<file path="config.mk">
export PLATFORM = sky130hd
export DESIGN_NAME = vram_sched
export DESIGN_NICKNAME = d
export VERILOG_FILES = /design/src/rtl/vram_pkg.sv /design/src/rtl/vram_wr_buf.sv /design/src/rtl/vram_sched.sv
export SDC_FILE = /design/constraint.sdc
export NUM_CORES = 1
export LEC_CHECK = 0
export CAP_MARGIN = 10
export CORE_UTILIZATION = 50
export CTS_BUF_LIST = sky130_fd_sc_hd__clkbuf_16
export DETAILED_ROUTE_END_ITERATION = 8
export PLACE_DENSITY = 0.9
export SYNTH_ARGS = -nofsm -noshare
export SYNTH_HDL_FRONTEND = slang
export SYNTH_HIERARCHICAL = 1
export SYNTH_SLANG_ARGS = --single-unit
</file>
<file path="constraint.sdc">
create_clock -name clk -period 2.9 [get_ports clk]
set_clock_uncertainty 0.2 [all_clocks]
set_input_delay 0.58 -clock clk [delete_from_list [all_inputs] [get_ports clk]]
set_output_delay 0.58 -clock clk [all_outputs]
set_load 0.02 [all_outputs]
</file>
<file path="src/rtl/vram_pkg.sv">
// vram_pkg: widths, memory-port states and pixel helpers for vram_sched.
// Build option VRAM_SCHED_BLANK_WR_EN is consumed by vram_sched.
package vram_pkg;

   localparam int ADDR_W  = 19;
   localparam int DATA_W  = 12;
   localparam int H_W     = 10;
   localparam int V_W     = 10;
   localparam int COLOR_W = 24;

   typedef enum logic [1:0] {
      S_IDLE  = 2'd0,
      S_READ  = 2'd1,
      S_WRITE = 2'd2
   } port_state_t;

   // Column in the high bits, 9 row bits below.
   function automatic logic [ADDR_W-1:0] pix_addr(
      input logic [H_W-1:0] h,
      input logic [8:0]     v
   );
      return {h, v};
   endfunction

   function automatic logic [COLOR_W-1:0] expand(
      input logic [DATA_W-1:0] c
   );
      return {c[11:8], 4'h0, c[7:4], 4'h0, c[3:0], 4'h0};
   endfunction

endpackage

</file>
<file path="src/rtl/vram_wr_buf.sv">
// vram_wr_buf: one-entry pixel-write buffer with req/ack handshake.
// The entry is released in the cycle the scheduler issues it.
module vram_wr_buf
   import vram_pkg::*;
(
   input  logic              clk,
   input  logic              reset,
   input  logic              wr_req,
   input  logic [ADDR_W-1:0] wr_addr,
   input  logic [DATA_W-1:0] wr_data,
   input  logic              issue,
   output logic              wr_ack,
   output logic              accept,
   output logic              buf_full,
   output logic [ADDR_W-1:0] buf_addr,
   output logic [DATA_W-1:0] buf_data
);

   // The ack cycle still sees wr_req high, so it must not re-accept.
   assign accept = wr_req && !buf_full && !wr_ack;

   always_ff @(posedge clk) begin
      if (reset) begin
         wr_ack   <= 1'b0;
         buf_full <= 1'b0;
         buf_addr <= '0;
         buf_data <= '0;
      end else begin
         wr_ack   <= accept;
         buf_full <= (buf_full || accept) && !issue;
         if (accept) begin
            buf_addr <= wr_addr;
            buf_data <= wr_data;
         end
      end
   end

endmodule

</file>
<file path="src/rtl/vram_sched.sv">
// vram_sched: single-port VRAM arbiter, scan-out reads beat buffered writes.
// Define VRAM_SCHED_BLANK_WR_EN to issue writes only outside active video.
module vram_sched
   import vram_pkg::*;
(
   input  logic               clk,
   input  logic               reset,
   input  logic               pix_en,
   input  logic [H_W-1:0]     h_addr,
   input  logic [V_W-1:0]     v_addr,
   input  logic               valid,
   input  logic               wr_req,
   input  logic [ADDR_W-1:0]  wr_addr,
   input  logic [DATA_W-1:0]  wr_data,
   output logic               wr_ack,
   output logic [ADDR_W-1:0]  mem_addr,
   output logic               mem_we,
   output logic [DATA_W-1:0]  mem_wdata,
   input  logic [DATA_W-1:0]  mem_rdata,
   output logic [COLOR_W-1:0] pix_color,
   output logic               pix_valid
);

   port_state_t state, state_n;

   logic              buf_full;
   logic              accept;
   logic              wr_pend;
   logic              wr_ok;
   logic              issue;
   logic [ADDR_W-1:0] buf_addr;
   logic [DATA_W-1:0] buf_data;
   logic [ADDR_W-1:0] src_addr;
   logic [DATA_W-1:0] src_data;
   logic              p1_en;
   logic              p2_en;
   logic              p2_act;
   logic              unused_v9;

   assign unused_v9 = v_addr[9];

   vram_wr_buf u_wr_buf (
      .clk      (clk),
      .reset    (reset),
      .wr_req   (wr_req),
      .wr_addr  (wr_addr),
      .wr_data  (wr_data),
      .issue    (issue),
      .wr_ack   (wr_ack),
      .accept   (accept),
      .buf_full (buf_full),
      .buf_addr (buf_addr),
      .buf_data (buf_data)
   );

   // A request accepted this cycle can go straight to memory next cycle.
   assign wr_pend  = buf_full || accept;
   assign src_addr = buf_full ? buf_addr : wr_addr;
   assign src_data = buf_full ? buf_data : wr_data;

`ifdef VRAM_SCHED_BLANK_WR_EN
   assign wr_ok = !valid;
`else
   assign wr_ok = 1'b1;
`endif

   always_comb begin
      state_n = S_IDLE;
      if (pix_en && valid) begin
         state_n = S_READ;
      end else if (wr_pend && wr_ok) begin
         state_n = S_WRITE;
      end
   end

   assign issue  = (state_n == S_WRITE);
   assign mem_we = (state == S_WRITE);

   always_ff @(posedge clk) begin
      if (reset) begin
         state <= S_IDLE;
      end else begin
         state <= state_n;
      end
   end

   always_ff @(posedge clk) begin
      if (reset) begin
         mem_addr  <= '0;
         mem_wdata <= '0;
      end else begin
         unique case (state_n)
            S_READ: begin
               mem_addr <= pix_addr(h_addr, v_addr[8:0]);
            end
            S_WRITE: begin
               mem_addr  <= src_addr;
               mem_wdata <= src_data;
            end
            default: begin
            end
         endcase
      end
   end

   // Strobe pipeline: every pix_en refreshes the pixel three cycles later.
   always_ff @(posedge clk) begin
      if (reset) begin
         p1_en     <= 1'b0;
         p2_en     <= 1'b0;
         p2_act    <= 1'b0;
         pix_color <= '0;
         pix_valid <= 1'b0;
      end else begin
         p1_en  <= pix_en;
         p2_en  <= p1_en;
         p2_act <= (state == S_READ);
         if (p2_en) begin
            pix_valid <= p2_act;
            pix_color <= p2_act ? expand(mem_rdata) : '0;
         end
      end
   end

endmodule

</file>
# Yosys cells after proc, flatten, opt, wreduce, memory -nomap -nowiden
# Cells that the tools add are included.
# W data, S select, Z words.
totals:
  latchBits: 0
  out_inout_bits: 58
  mem_count: 0
  elab_cells: 31
  rom_bits: 0
  reg_bits: 94
  mem_bits_rw: 0
classes:
  n_shift: 0
  addsub: 0
  muxes: 6
  reduce_logical: 9
  multipliers: 0
  magnitude_cmp: 0
  div: 0
  eq_ne: 4
  n_bitwise: 0
op_table:
  columns: ["op", "n"]
  rows:
  - ["$pmux W19 S2", 1]
  - ["$mux W24", 1]
  - ["$mux W19", 1]
  - ["$mux W12", 1]
  - ["$eq A2 B1 Y1 const B", 2]
  - ["$eq A2 B2 Y1 const B", 2]
  - ["$logic_and A1 B1 Y1", 4]
  - ["$mux W2", 2]
  - ["$logic_not A1 Y1", 3]
  - ["$reduce_bool A2 Y1", 1]
  - ["$logic_or A1 B1 Y1", 1]

# Logic depth before layout (Yosys ltp)
logic_depth:
  depth_word: 9
  depth_mapped: 7
  depth_no_buf: 4

# Modules after synthesis
# Netlist, hierarchy kept.
by_module_without_submodules:
  columns: ["module", "area_each_um2", "seq_area_each_um2", "cells_per_inst", "instances"]
  rows:
  - ["vram_sched", 2458.6, 980.9, 250, 1]
  - ["vram_wr_buf", 1544.0, 660.6, 142, 1]

# Least setup slack after synthesis
# No wires, ideal clock.
synth_path:
  kind: "input to register"
  from: "input wr_req"
  to: "register mem_addr[3]"
  t_arrival_ns: 1.651
  setup_time_ns: 0.135
  n_path_buf: 4
  cell_stages: 7
  setup_slack_ns: 0.913
  required_time_ns: 2.565
  cell_sequence: "nor3b_2 -> buf_6 -> buf_12 -> buf_6 -> buf_12 -> a2111oi_2 -> nor4_1"
synth_via:
  elab_chain_len: 7
  elab_cells_between_ends: 9
synth_rtl:
  columns: ["item", "line", "source"]
  rows:
  - ["start: declaration", "vram_sched.sv:12", "input logic wr_req,"]
  - ["$logic_and A1 B1 Y1 * (2 in a row)", "vram_wr_buf.sv:20", "assign accept = wr_req && !buf_full && !wr_ack;"]
  - ["via accept", "vram_sched.sv:27", "logic accept;"]
  - ["$logic_or A1 B1 Y1 *", "vram_sched.sv:57", "assign wr_pend = buf_full || accept;"]
  - ["$mux W2 *", "vram_sched.sv:71", "end else if (wr_pend && wr_ok) begin"]
  - ["$mux W2 *", "vram_sched.sv:69", "if (pix_en && valid) begin"]
  - ["$eq A2 B2 Y1 / $eq A2 B1 Y1 (equally long branches)", "vram_sched.sv:92", "unique case (state_n)"]
  - ["$pmux W19 S2 / $reduce_bool A2 Y1 (equally long branches)", null, null]
  - ["end signal: assignment", "vram_sched.sv:94", "mem_addr <= pix_addr(h_addr, v_addr[8:0]);"]
  - ["end signal: assignment", "vram_sched.sv:97", "mem_addr <= src_addr;"]
  - ["end: declaration", "vram_sched.sv:16", "output logic [ADDR_W-1:0] mem_addr,"]
# Mark *: on every way through the listed nets, which the timed path passes. The rest lies on a longest branch.
# A chain may end at the register's enable or synchronous reset.

# Worst setup path in the final report
layout_path:
  from: "input wr_req"
  to: "register mem_addr[14]"
# The elaborated chain is that of the path after synthesis.

==> results.toml <==
[critical_path]
start_kind = "input port"
r2r-start = "u_wr_buf/wr_ack$_SDFF_PP0_"
endpoint = "mem_addr[14]$_SDFFE_PP0P_"
r2r_slack_ns = 0.92
crit_type = "input port to flop"
arrival_ns = 2.37
rr_worst_depth = 6
startpoint = "wr_req"
end_kind = "flop"
timing.rr.end = "mem_addr[14]$_SDFFE_PP0P_"
crit_required_ns = 2.91
crit_path_max_fanout = 21

[sta]
setup_violations = 0
fmax_mhz = 424
slew_viol_final = 0
hold_viol = 0
timing.setup.tns_ns = 0
worst_slew_pin_slew_ns = 0.828
period_minus_slack_ns = 2.36
fin_crit_sh_pct = 81.4
slew_headroom_pct = 44.7
grt_setup_unrepaired = "false"

[clocking]
cts_sinks = 82
clk_latency_ns = 0.33
cts_tree = "yes"
cts.clk_slew.worst_paths_ns = 0.06
cts_setup_buffers = 0
cts_buffer_depth = 2
cts_hold_buf = 0
cts_resized = 0
cts-htree-levels = 3
cts-root-buf = "clkbuf_16"
cts_buffers = 9

[power]
ir_drop_uv = 344
leakagePower_nw = 1.96
power_density_mw_per_mm2 = 550

[floorplan]
fp.dieArea_mm2 = 0.00837
ioPinCount = 126
core_mm2 = 0.00773
die_h_um = 91.5
start_util_pct = 51.8
row_count = 32
die_w_um = 91.5

[drt]
viasPerCell = 5.29
drtIter0Drc = 75
ant_nets = 0
drc_errors = 0
dr.pass1.iters = 4
num_vias = 3171
routedWlPerCell_um = 14.5
wl_um = 8710

[yosys]
yosysUniqueCellTypes = 34
synth_largest_area_cell = "dfxtp_1"
synth_seq_cells = 82
synth_area_leaders = "dfxtp_1, mux2i_1, nand2b_1, nor2_1, nand2b_2"
synthCells = 392
synth_warnings = 6
ys_seq_area_share_pct = 41.0
postSynthAreaPerCell_um2 = 10.2
synth_top_area_share_pct = 41.0
synth_area_mm2 = 0.00400

[layout]
finalNetCount = 561
diodes = 0
area_growth_pct = 33.8
mostFrequentLayoutCell = "clkdlybuf4s50_1"
drive_gt1_share_pct = 12.9
final_cell_mix = "clkdlybuf4s50_1, dfxtp_1, nand2b_1"
finalInstanceArea_mm2 = 0.00535

[placed_design]
gp_congestion = 0.728
hpwlAfterDp_um = 5960
port-buffer-count = 112
place_area_mm2 = 0.00509

[grt]
grt_antenna_before_repair = 0
gr-total-overflow = 0
grt_pass1_vias = 3202
grt_util_all_layers_pct = 21.5
grt_max_degree = 62
grt_first_pass_wirelength_um = 14700

[worst_hold_path]
hp-start = "state[1]$_SDFF_PP0_"
hold_path_class = "flop to flop"

[flow_run]
maxCapViolCount = 0

[outcome]
status = "completed"
[worst min-delay path by stage]
stage | cells past startpoint | slack, ns | end
5_1_grt | 1 | 0.24 | p2_act$_SDFF_PP0_
4_1_cts | 1 | 0.21 | p2_act$_SDFF_PP0_
6_report | 1 | 0.21 | p2_act$_SDFF_PP0_
3_3_place_gp | 1 | 0.19 | p2_act$_SDFF_PP0_
3_5_place_dp | 1 | 0.20 | p2_act$_SDFF_PP0_
2_1_floorplan | 1 | 0.19 | p2_act$_SDFF_PP0_
[state kept, by name (all words and copies together) (netlist names)]
name,flops
u_wr_buf/wr_ack,1
mem_wdata,12
u_wr_buf/buf_full,1
u_wr_buf/buf_data,12
pix_color,12
state,2
p2_en,1
p1_en,1
u_wr_buf/buf_addr,19
p2_act,1
pix_valid,1
mem_addr,19
[report_power, final]
part	internal, mW	switching [mW]	leakage, nW
combinational	0.358	0.320	1.16
sequential	1.22	0.0504	0.675
clock	0.568	0.431	0.127
[cells by family after synthesis]
group,after synthesis,share of synthesized area [%]
and+or+nand+nor,166,25.8
AOI/OAI and AO/OA,52,13.0
muxes,43,10.8
other,1,0.0937
DFF,82,41.0
buffers and inverters,48,9.32
[critical path, cell delays in order]
cell,delay (ns)
clkdlybuf4s50_1,0.48
nor3b_4,0.33
buf_12,0.21
buf_12,0.18
buf_4,0.15
a2111oi_2,0.06
nor4_1,0.36
[layer usage]
layer	global-route usage [%]	wire, um	up-vias	part of all wire (%)
li1	-	-	1549	-
met1	23.7	3570	1501	41
met2	38.2	4360	107	50
met3	6.95	613	14	7.0
met5	0	0	-	0
met4	8.07	166	0	1.9
[through the flow]
| stage | hold slack [ns] | total power, mW | worst slack [ns] | instances | util (%) |
|---|---|---|---|---|---|
| after floorplan | 0.190 | 1.72 | 0.913 | 403 | - |
| after global routing | 0.238 | 3.09 | 0.458 | 599 | 69.3 |
| after global placement | 0.193 | 1.95 | 0.324 | 584 | 65.9 |
| final | 0.214 | 2.94 | 0.540 | 599 | 69.3 |
| after detailed placement | 0.200 | 1.97 | 0.246 | 584 | 65.9 |
| after CTS | 0.210 | 2.97 | 0.581 | 599 | 69.3 |
[Yosys cell counts, drive strengths merged]
cell     number
and2          2
a21oi         1
nand2         1
conb          1
o2bb2ai       3
o21a          1
a22oi        12
a2bb2oi       1
a221oi        3
nor2         43
a2111oi      16
and2b         3
nor2b        20
nor3b        18
o21bai        3
dfxtp        82
inv           1
a211oi       12
mux2i        43
clkbuf       13
nand2b       62
buf          34
nor4         17
[area by class of cell]
| cell class | instances | area (um2) |
|---|---|---|
| multi-input cells | 273 | 2040 |
| repair buffers | 126 | 1280 |
| inverters | 1 | 3.75 |
| well taps | 102 | 128 |
| fillers | 570 | 2370 |
| flip-flops and latches | 82 | 1640 |
| clock inverters | 6 | 35.0 |
| clock buffers | 9 | 225 |
No activity file was read; power rests on OpenSTA's default activity.
